**config.mk**
```make
export PLATFORM = sky130hd
export DESIGN_NAME = cd_control_unit
export DESIGN_NICKNAME = d
export VERILOG_FILES = /design/src/rtl/cd_ctrl_pkg.sv /design/src/rtl/irq_sync_edge.sv /design/src/rtl/cd_control_unit.sv
export SDC_FILE = /design/constraint.sdc
export NUM_CORES = 1
export LEC_CHECK = 0
export BUFFER_PORTS_ARGS = -buffer_cell sky130_fd_sc_hd__buf_2
export CORE_MARGIN = 1
export CORE_UTILIZATION = 49
export DETAILED_ROUTE_END_ITERATION = 8
export PLACE_DENSITY = 0.85
export SKIP_LAST_GASP = 1
export SYNTH_ARGS = -nofsm -noshare
export SYNTH_HDL_FRONTEND = slang
export SYNTH_SLANG_ARGS = --single-unit
```
**constraint.sdc**
```tcl
create_clock -name clk -period 3 [get_ports clk]
set_input_delay 0.3 -clock clk [delete_from_list [all_inputs] [get_ports clk]]
set_output_delay 0.3 -clock clk [all_outputs]
set_load 0.02 [all_outputs]
```
**src/rtl/cd_ctrl_pkg.sv**
```systemverilog
// Package for the cd CPU control unit.
//   - Opcode constants: the opcode[5:2] groups and the full 6-bit codes.
//   - ALU select width.
//   - PC width and the interrupt vector.
//   - ctrl_t: the bundle of datapath strobes that the decoder produces.
package cd_ctrl_pkg;

  localparam int ALU_W = 3;
  localparam int PC_W  = 10;
  localparam logic [PC_W-1:0] INT_VECTOR = 10'h384;

  // opcode[5:2] groups (any opcode with bit 5 clear is an ALU op)
  localparam logic [3:0] GRP_LI  = 4'b1000;
  localparam logic [3:0] GRP_LD  = 4'b1001;
  localparam logic [3:0] GRP_ST  = 4'b1010;
  localparam logic [3:0] GRP_IN  = 4'b1011;
  localparam logic [3:0] GRP_OUT = 4'b1100;

  // Full opcodes
  localparam logic [5:0] OP_TIMER = 6'b110100;
  localparam logic [5:0] OP_EI    = 6'b110101;
  localparam logic [5:0] OP_DI    = 6'b110110;
  localparam logic [5:0] OP_KEY   = 6'b110111;
  localparam logic [5:0] OP_JMP   = 6'b111000;
  localparam logic [5:0] OP_JZ    = 6'b111001;
  localparam logic [5:0] OP_JNZ   = 6'b111010;
  localparam logic [5:0] OP_CALL  = 6'b111011;
  localparam logic [5:0] OP_RET   = 6'b111100;
  localparam logic [5:0] OP_RETI  = 6'b111101;
  localparam logic [5:0] OP_NOP0  = 6'b111110;
  localparam logic [5:0] OP_NOP1  = 6'b111111;

  typedef struct packed {
    logic             s_inc;
    logic             s_inm;
    logic             we3;
    logic             wez;
    logic             push;
    logic             pop;
    logic             s_pop;
    logic             write_enable;
    logic             s_load;
    logic             we_es;
    logic             s_cargaes;
    logic             s_interrupcion;
    logic             enable;
    logic             write_key;
    logic [ALU_W-1:0] op_alu;
    logic             int_ack;
  } ctrl_t;

  // Idle value: the PC increments and nothing is written.
  function automatic ctrl_t ctrl_idle();
    ctrl_t c;
    c       = '0;
    c.s_inc = 1'b1;
    return c;
  endfunction

endpackage

```
**src/rtl/irq_sync_edge.sv**
```systemverilog
// Interrupt request front end.
//   - Synchronises the asynchronous irq through STAGES flops.
//   - Detects rising edges of the synchronised level.
//   - Holds a pending latch that is set by an edge and cleared by clr.
//     Set wins over clear, so an edge that arrives in the same cycle as the
//     interrupt being taken is not lost.
// Ports:
//   clk, reset         clock, synchronous active-high reset
//   irq                asynchronous request level
//   clr                clear pending (interrupt taken this cycle)
//   rise               one-cycle pulse on a synchronised rising edge
//   pending            request latched and not yet serviced
module irq_sync_edge #(
  parameter int STAGES = 2
) (
  input  logic clk,
  input  logic reset,
  input  logic irq,
  input  logic clr,
  output logic rise,
  output logic pending
);

  logic [STAGES-1:0] sync_q;
  logic              last_q;

  // Edge seen one cycle after the last synchroniser stage goes high.
  assign rise = sync_q[STAGES-1] & ~last_q;

  always_ff @(posedge clk) begin
    if (reset) begin
      sync_q  <= '0;
      last_q  <= 1'b0;
      pending <= 1'b0;
    end else begin
      sync_q  <= {sync_q[STAGES-2:0], irq};
      last_q  <= sync_q[STAGES-1];
      pending <= rise | (pending & ~clr);
    end
  end

endmodule

```
**src/rtl/cd_control_unit.sv**
```systemverilog
// Control unit for the single-cycle 8-bit cd datapath.
//   - Decodes opcode into the datapath strobes.
//   - Sequences interrupt entry: the current instruction is squashed, the
//     PC is pushed and the vector is loaded.
//   - Tracks return-stack depth: overflowing pushes and underflowing pops
//     are suppressed and flagged on the sticky stack_err.
// Ports:
//   clk, reset          clock, synchronous active-high reset
//   opcode              instruction[15:10]
//   z                   registered zero flag
//   irq                 asynchronous interrupt request (rising edge)
//   s_inc .. write_key  datapath strobes and selects
//   op_alu              ALU operation
//   int_ack             high in the interrupt-entry cycle
//   ie                  interrupt-enable flag
//   stack_err           sticky stack overflow / underflow flag
module cd_control_unit
  import cd_ctrl_pkg::*;
#(
  parameter int STACK_DEPTH     = 16,
  parameter int IRQ_SYNC_STAGES = 2
) (
  input  logic             clk,
  input  logic             reset,
  input  logic [5:0]       opcode,
  input  logic             z,
  input  logic             irq,
  output logic             s_inc,
  output logic             s_inm,
  output logic             we3,
  output logic             wez,
  output logic             push,
  output logic             pop,
  output logic             s_pop,
  output logic             write_enable,
  output logic             s_load,
  output logic             we_es,
  output logic             s_cargaes,
  output logic             s_interrupcion,
  output logic             enable,
  output logic             write_key,
  output logic [ALU_W-1:0] op_alu,
  output logic             int_ack,
  output logic             ie,
  output logic             stack_err
);

  localparam int DW = $clog2(STACK_DEPTH + 1);
  localparam logic [DW-1:0] DEPTH_MAX = DW'(STACK_DEPTH);

  logic [DW-1:0] depth;
  logic          inhibit;
  logic          pending;
  logic          rise;
  logic          take;
  logic          full, empty;
  logic          is_call, is_popop, is_ei, is_di, is_reti;
  logic          ovf, udf;
  ctrl_t         c;

  irq_sync_edge #(.STAGES(IRQ_SYNC_STAGES)) u_irq (
    .clk     (clk),
    .reset   (reset),
    .irq     (irq),
    .clr     (take),
    .rise    (rise),
    .pending (pending)
  );

  assign full  = (depth == DEPTH_MAX);
  assign empty = (depth == '0);
  assign take  = pending & ie & ~inhibit & ~reset;

  // Decode plus interrupt override. Everything is gated by reset so the
  // datapath sees an idle, incrementing PC while reset is held.
  always_comb begin
    c         = ctrl_idle();
    is_call   = 1'b0;
    is_popop  = 1'b0;
    is_ei     = 1'b0;
    is_di     = 1'b0;
    is_reti   = 1'b0;
    ovf       = 1'b0;
    udf       = 1'b0;
    if (!reset) begin
      is_call  = (opcode == OP_CALL);
      is_popop = (opcode == OP_RET) || (opcode == OP_RETI);
      is_ei    = (opcode == OP_EI);
      is_di    = (opcode == OP_DI);
      is_reti  = (opcode == OP_RETI);

      if (!opcode[5]) begin
        c.op_alu = opcode[4:2];
        c.we3    = 1'b1;
        c.wez    = 1'b1;
      end else begin
        case (opcode[5:2])
          GRP_LI:  begin c.s_inm     = 1'b1; c.we3 = 1'b1; end
          GRP_LD:  begin c.s_load    = 1'b1; c.we3 = 1'b1; end
          GRP_ST:  c.write_enable = 1'b1;
          GRP_IN:  begin c.s_cargaes = 1'b1; c.we3 = 1'b1; end
          GRP_OUT: c.we_es = 1'b1;
          default: ;
        endcase
        case (opcode)
          OP_TIMER: c.enable    = 1'b1;
          OP_KEY:   c.write_key = 1'b1;
          OP_JMP:   c.s_inc     = 1'b0;
          OP_JZ:    c.s_inc     = ~z;
          OP_JNZ:   c.s_inc     = z;
          OP_CALL: begin
            // A full stack still jumps; only the push is dropped.
            c.s_inc = 1'b0;
            c.push  = ~full;
          end
          OP_RET, OP_RETI: begin
            // An empty stack falls through instead of popping garbage.
            c.pop   = ~empty;
            c.s_pop = ~empty;
          end
          default: ;
        endcase
      end

      if (take) begin
        // Squash every architectural write of the current instruction;
        // its PC is pushed so it re-executes after RETI.
        c.we3            = 1'b0;
        c.wez            = 1'b0;
        c.write_enable   = 1'b0;
        c.we_es          = 1'b0;
        c.enable         = 1'b0;
        c.write_key      = 1'b0;
        c.pop            = 1'b0;
        c.s_pop          = 1'b0;
        c.push           = ~full;
        c.s_interrupcion = 1'b1;
        c.int_ack        = 1'b1;
      end

      ovf = (take | is_call) & full;
      udf = ~take & is_popop & empty;
    end
  end

  assign s_inc          = c.s_inc;
  assign s_inm          = c.s_inm;
  assign we3            = c.we3;
  assign wez            = c.wez;
  assign push           = c.push;
  assign pop            = c.pop;
  assign s_pop          = c.s_pop;
  assign write_enable   = c.write_enable;
  assign s_load         = c.s_load;
  assign we_es          = c.we_es;
  assign s_cargaes      = c.s_cargaes;
  assign s_interrupcion = c.s_interrupcion;
  assign enable         = c.enable;
  assign write_key      = c.write_key;
  assign op_alu         = c.op_alu;
  assign int_ack        = c.int_ack;

  always_ff @(posedge clk) begin
    if (reset) begin
      ie        <= 1'b0;
      inhibit   <= 1'b0;
      depth     <= '0;
      stack_err <= 1'b0;
    end else begin
      // A taken interrupt squashes EI/DI/RETI effects of the instruction.
      if (take)                ie <= 1'b0;
      else if (is_ei|is_reti)  ie <= 1'b1;
      else if (is_di)          ie <= 1'b0;

      // Guarantees one instruction after EI/RETI before the next entry.
      inhibit <= ~take & (is_ei | is_reti);

      if (c.push)     depth <= depth + DW'(1);
      else if (c.pop) depth <= depth - DW'(1);

      if (ovf | udf) stack_err <= 1'b1;
    end
  end

endmodule

```
# Yosys cells after proc, flatten, opt, wreduce, memory -nomap -nowiden
# Cells that the tools add are included.
dict set report word_totals {
  inputBits 10
  reg_bits 12
  wordCells 84
}
dict set report classes {
  bitwise_logic 20
  add_sub_neg 2
  eq_ne 16
  n_mux 31
  reduce_logical 8
}
# operator n
set op_table {}
lappend op_table {{$eq A6 B6 Y1 const B} 10}
lappend op_table {{$eq A4 B4 Y1 const B} 5}
lappend op_table {{$mux W1} 20}
lappend op_table {{$mux W18} 1}
lappend op_table {{$mux W5} 2}
lappend op_table {{$and A1 B1 Y1} 9}
lappend op_table {{$mux W7} 1}
lappend op_table {{$not A1 Y1} 7}
lappend op_table {{$mux W2} 3}
lappend op_table {{$mux W3} 2}
lappend op_table {{$mux W6} 1}
lappend op_table {{$reduce_or A2 Y1} 3}
lappend op_table {{$add A5 B1 Y5 const B} 1}
lappend op_table {{$eq A5 B5 Y1 const B} 1}
lappend op_table {{$logic_not A5 Y1} 1}
lappend op_table {{$sub A5 B1 Y5 const B} 1}
lappend op_table {{$or A1 B1 Y1} 4}
lappend op_table {{$reduce_bool A2 Y1} 2}
lappend op_table {{$pmux W1 S3} 1}
lappend op_table {{$reduce_or A3 Y1} 1}
lappend op_table {{$logic_or A1 B1 Y1} 1}

# Longest topological paths before layout
dict set report logic_depth {
  depth_word 8
  ltp_mapped 11
}

# Hierarchy
# From an unflattened synthesis, not the netlist that was laid out.
dict set report hier_totals {
  hier_cells 100
  area_unflattened_um2 814.5
}
# module area_per_inst_um2 n_inst cells_each
set modules_own_cells {}
lappend modules_own_cells {cd_control_unit 685.7 1 90}
lappend modules_own_cells {irq_sync_edge 128.9 1 10}

# Least setup slack after synthesis
# Ideal clock, no wire load.
dict set report synth_timing {
  path_kind {input -> register}
  start {input port opcode[2]}
  end {register depth[4]}
  path_stages 11
  slack_ns 0.477
  t_required_ns 2.878
  setup_time_ns 0.122
  path_buffers 1
  arrival_ns 2.402
  cell_sequence {buf_6 nand2b_4 o32a_4 or2_2 inv_1 fa_1 nor2b_1 o21ai_0 nor4b_2 o21ai_0 nor3b_2}
}
dict set report synth_between {
  word_cells_on_any_way 11
}
# item line
set synth_lines {}
lappend synth_lines {{start: declaration} cd_control_unit.sv:25} ;# input logic [5:0] opcode,
lappend synth_lines {{$eq A6 B6 Y1 (*)} cd_control_unit.sv:105} ;# case (opcode)
lappend synth_lines {{$mux W1 (*)} cd_control_unit.sv:105}
lappend synth_lines {{$mux W7 (*)} cd_control_unit.sv:92} ;# if (!opcode[5]) begin
lappend synth_lines {{$mux W6 (*)} cd_control_unit.sv:125} ;# if (take) begin
lappend synth_lines {{$mux W18 (*)} cd_control_unit.sv:85} ;# if (!reset) begin
lappend synth_lines {{via push} cd_control_unit.sv:32} ;# output logic push,
lappend synth_lines {{$mux W5 / $reduce_bool A2 Y1 (equally long branches)} n/a}
lappend synth_lines {{end signal: assignment} cd_control_unit.sv:178} ;# if (c.push) depth <= depth + DW'(1);
lappend synth_lines {{end signal: assignment} cd_control_unit.sv:179} ;# else if (c.pop) depth <= depth - DW'(1);
lappend synth_lines {{end: declaration} cd_control_unit.sv:51} ;# logic [DW-1:0] depth;
# Mark *: on every way through the listed nets, which the timed path passes. The rest lies on a longest branch.
# A chain may end at the register's enable or synchronous reset.

# Worst setup path in the final report
dict set report layout_timing {
  start {register depth[0]}
  end {register depth[4]}
}
dict set report layout_between {
  elab_chain_len 7
  word_cells_on_any_way 14
}
# item line
set layout_rtl {}
lappend layout_rtl {{$eq A5 B5 Y1 / $logic_not A5 Y1 (equally long branches)} {cd_control_unit.sv:70, cd_control_unit.sv:71}}
lappend layout_rtl {{$not A1 Y1, on equally long branches} {cd_control_unit.sv:114, cd_control_unit.sv:136, cd_control_unit.sv:118}}
lappend layout_rtl {{$mux W1 / $mux W2 (equally long branches)} cd_control_unit.sv:105}
lappend layout_rtl {{$mux W7} cd_control_unit.sv:92}
lappend layout_rtl {{$mux W6} cd_control_unit.sv:125}
lappend layout_rtl {{$mux W18} cd_control_unit.sv:85}
lappend layout_rtl {{$mux W5 / $reduce_bool A2 Y1 (equally long branches)} n/a}
# Several ways; a longest one is shown, not always the timed one. The select of a mux whose other input is x is not followed.

==> results list <==
* Result of the run: complete, but fails checks
- Violated checks: design-rule violations
- Root buf cell: clkbuf_4
- STA classifies the critical path startpoint as a register.
* Power consumption: 349 µW
- Power spread over the standard cell area amounts to 331 nW/µm².
- The worst register-to-register path begins at depth[0].
- Xor and xnor fraction of the mapped netlist area: 0.0290
- First-pass GRT wire length: 3190 µm
- Initial antenna violation count: 0
- By startpoint and endpoint, the worst setup path is classified as reg2reg.
- Maximum net fanout on the critical path: 5
* Setup repair after global routing missed its margin: no
* Worst Setup SP: depth[0]
* Layout Nets: 145
* Yosys reg bits: 12
* Vias per inst: 5.36
- A synthesized cell averages 8.78 µm².
- STA classifies the critical path endpoint as a register.
* Number of max-capacitance violations reported: 0
* Max-Slew Margin vs Limit: 0.746
- Dividing the final minimum period by the clock period gives 0.872.
- Yosys warns: 0
* Number of fill cells in the layout: 182
- Core footprint: 1730 µm²
- Remaining Overflow, GRT: 0
- After synthesis, the share of flip-flops with an asynchronous set or reset is 0.
* Synth-to-Final Area Change: 16.7%
- Initial detailed-routing violation count: 19
* Average detailed-routed wire length per instance: 12.6 µm
- The via count of the first global-routing pass is 749.
- Fraction of the mapped netlist area in adder cells: 0.0775
- The number of pins exceeding their max-slew limit in the final report was 0.
- Final Routed Wirelength: 1940 µm
- Final weighted congestion of routability-driven global placement: 0.892
- By area, the combinational part of the netlist is dominated by simple AND/OR/NAND/NOR gates.
* Overall routing resource usage: 0.214
* Starting density of the core: 0.524
- Mapped Nets: 118
- The floorplan step defined a die boundary enclosing 2020 µm².
- At the pin with the least slew margin, the transition time is 0.381 ns.
- Number of placement rows: 15
- The worst path in the final design needs a cycle of 2.62 ns, including I/O delays and setup.
* Diode count: 0
* Ports placed on the boundary: 30
* Worst EP arrival: 2.77 ns
- The longest clock path from root to sink contains 2 buffers.
- Of the post-synthesis cell area, the part taken by muxes is 0.0332.
* Number of enable flip-flop cells after synthesis: 0
* Synth top area cells: dfxtp_1, ha_1, buf_6
- Together, buffers and inverters on the worst path number 1.
* Pin count of the biggest net entering global routing: 21
* Post-synthesis compound-gate area fraction: 0.169
- Clock sink total: 12
- In this design, the stage delay of the slowest critical-path cell is 0.46 ns.
- Total leakage power: 0.453 nW
* Number of different library cells in the post-synthesis netlist: 40
- Static timing analysis puts the maximum clock frequency at 382 MHz.
* Iteration count of the initial detailed-routing pass: 6
* Placed cell count: 150
- In the final layout, the share of cells above drive strength 1 is 0.357.
- Hold Vio Cnt, Final: 0
* Final non-filler cell area: 1060 µm²
* Post-synthesis instance area: 905 µm²
* Level count of the clock H-tree: 1
* Antenna violation net count after detailed routing: 0
- The die is 45.0 µm wide.
* Slowest CP cell: fa_1
- The later pin in the worst-skew pair is clocked with a latency of 0.27 ns.
- The startpoint identified for the worst hold timing path is irq.
- Reg clk slew, reported paths: 0.08 ns
- Of the total synthesized cell area, the portion taken by AND, OR, NAND and NOR gates is 0.326.
- Synth cell count leaders: dfxtp_1, nor2_1, inv_1, nand2_1, nor4_1
- Post-Synthesis Cells: 103
- From bottom edge to top edge, the die measures 45.0 µm.
- For the final database, setup skew stands at 0.00133 ns.
- In this run, CTS created clock tree buffers numbering 3.
* Routed vias: 826
- Post-CTS timing repair inserted 0 buffers for setup.
- Setup total negative slack on the finished layout was measured at 0 ns.
- In this run the tool buffered the top-level ports with 29 buffer cells.
- Summed over all instances, the cell type with the most area after synthesis is dfxtp_1.
- After detailed placement, the total cell area comes to 1010 µm².
- The tightest min-delay check is of the in2reg type.
- TritonCTS built the clock tree.
- Most frequent cell on the critical path: o21ai_0
- Of the post-synthesis cell area, the dominant cell type holds 0.266.
- Cell breakdown of the critical path: nor4_2, a21o_2, or2_2, inv_1, fa_1, nor2b_1, o21ai_0, a211oi_1, o21ai_0, nor3b_2
* DRC violation count after routing: 5
- Setup violations remaining at the end of the flow were counted as 0.
* Kind of cell adding the most delay to the critical path: simple AND/OR/NAND/NOR gates
- For this run, the number of standard cells in the final layout without fillers is 154.
* Peak supply drop: 0.145 mV
* Required @ worst endpoint: 3.15 ns
- Primary flip-flop cell chosen by synthesis mapping: dfxtp_1
- Half-perimeter wire length of the detailed placement result: 1510 µm
* Sequential-to-total area share from yosys stat: 0.266
[final timing paths]
kind	to	slack, ns	cells past startpoint
min	u_irq.sync_q[0]	0.23	2
max reg2reg	depth[4]	0.38	10
max	depth[4]	0.38	10
min reg2reg	u_irq.sync_q[1]	0.46	1
[state kept, by name, indices dropped and copies added, names as in the netlist]
signal         count
u_irq.last_q       1
depth              5
ie                 1
stack_err          1
u_irq.pending      1
inhibit            1
u_irq.sync_q       2
[cell usage in the layout, fill, tap and decap left out, types with 2 or more instances in the layout]
master,count
nor3_1,3
nand2b_1,3
and2_1,3
nor4_1,4
ha_1,4
mux2i_1,3
inv_1,6
o21ai_0,3
clkbuf_4,3
xnor2_1,2
dfxtp_1,12
nor2b_1,4
a21o_2,2
nand3_1,2
a21oi_1,4
buf_2,29
nor2_1,12
nand2_1,6
[worst reg2reg max path, delay by kind of cell, from the launching register on]
family,cells,cell delay [ns]
AOI/OAI and AO/OA,4,0.75
adders and majority gates,1,0.47
buffers and inverters,1,0.09
DFF,1,0.36
and+or+nand+nor,4,0.84
[power by group]
part / switching [mW] / leakage (nW) / internal [mW] / total, mW
registers: 0.00203 / 0.0974 / 0.163 / 0.165
logic: 0.0356 / 0.335 / 0.0206 / 0.0562
clock network: 0.0547 / 0.0210 / 0.0737 / 0.128
[logic make-up (layout without fill, tap and decap cells)]
kind of cell | Yosys count | in the layout
xor gates and xnor gates | 3 | 3
and+or+nand+nor | 50 | 50
DFF | 12 | 12
AOI/OAI and AO/OA | 17 | 17
muxes | 3 | 3
adders and majority gates | 5 | 5
buffers and inverters | 13 | 39
[layout make-up]
cell class | instances | area [µm²] | share of cell area
flip-flops and latches | 12 | 240 | 0.227
multi-input cells | 78 | 581 | 0.550
inverters | 6 | 22.5 | 0.0213
clock buffers | 4 | 36.3 | 0.0344
well taps | 25 | 31.3 | 0.0296
repair buffers | 29 | 145 | 0.137
[what timing repair did]
item | CTS | global route
hold buffers | 0 | 0
hold endpoints to repair | 0 | 0
resized for setup | 0 | 1
endpoints found under the setup margin | 0 | 1
[layer usage]
metal,track usage,vias to the layer above,part of all wire
li1,-,415,-
met5,0,-,0
met2,0.380,24,0.52
met3,0.0240,2,0.038
met4,0.115,0,0.0088
met1,0.248,385,0.43
[stage by stage]
stage               hold slack (ns)  worst slack [ns]  utilization
finish                        0.234             0.384        0.612
floorplan                     0.412             0.477            -
global placement              0.423             0.380        0.587
CTS                           0.228             0.321        0.608
global route                  0.239             0.115        0.612
detailed placement            0.454             0.308        0.587
Power figures use the tool's default switching activity.
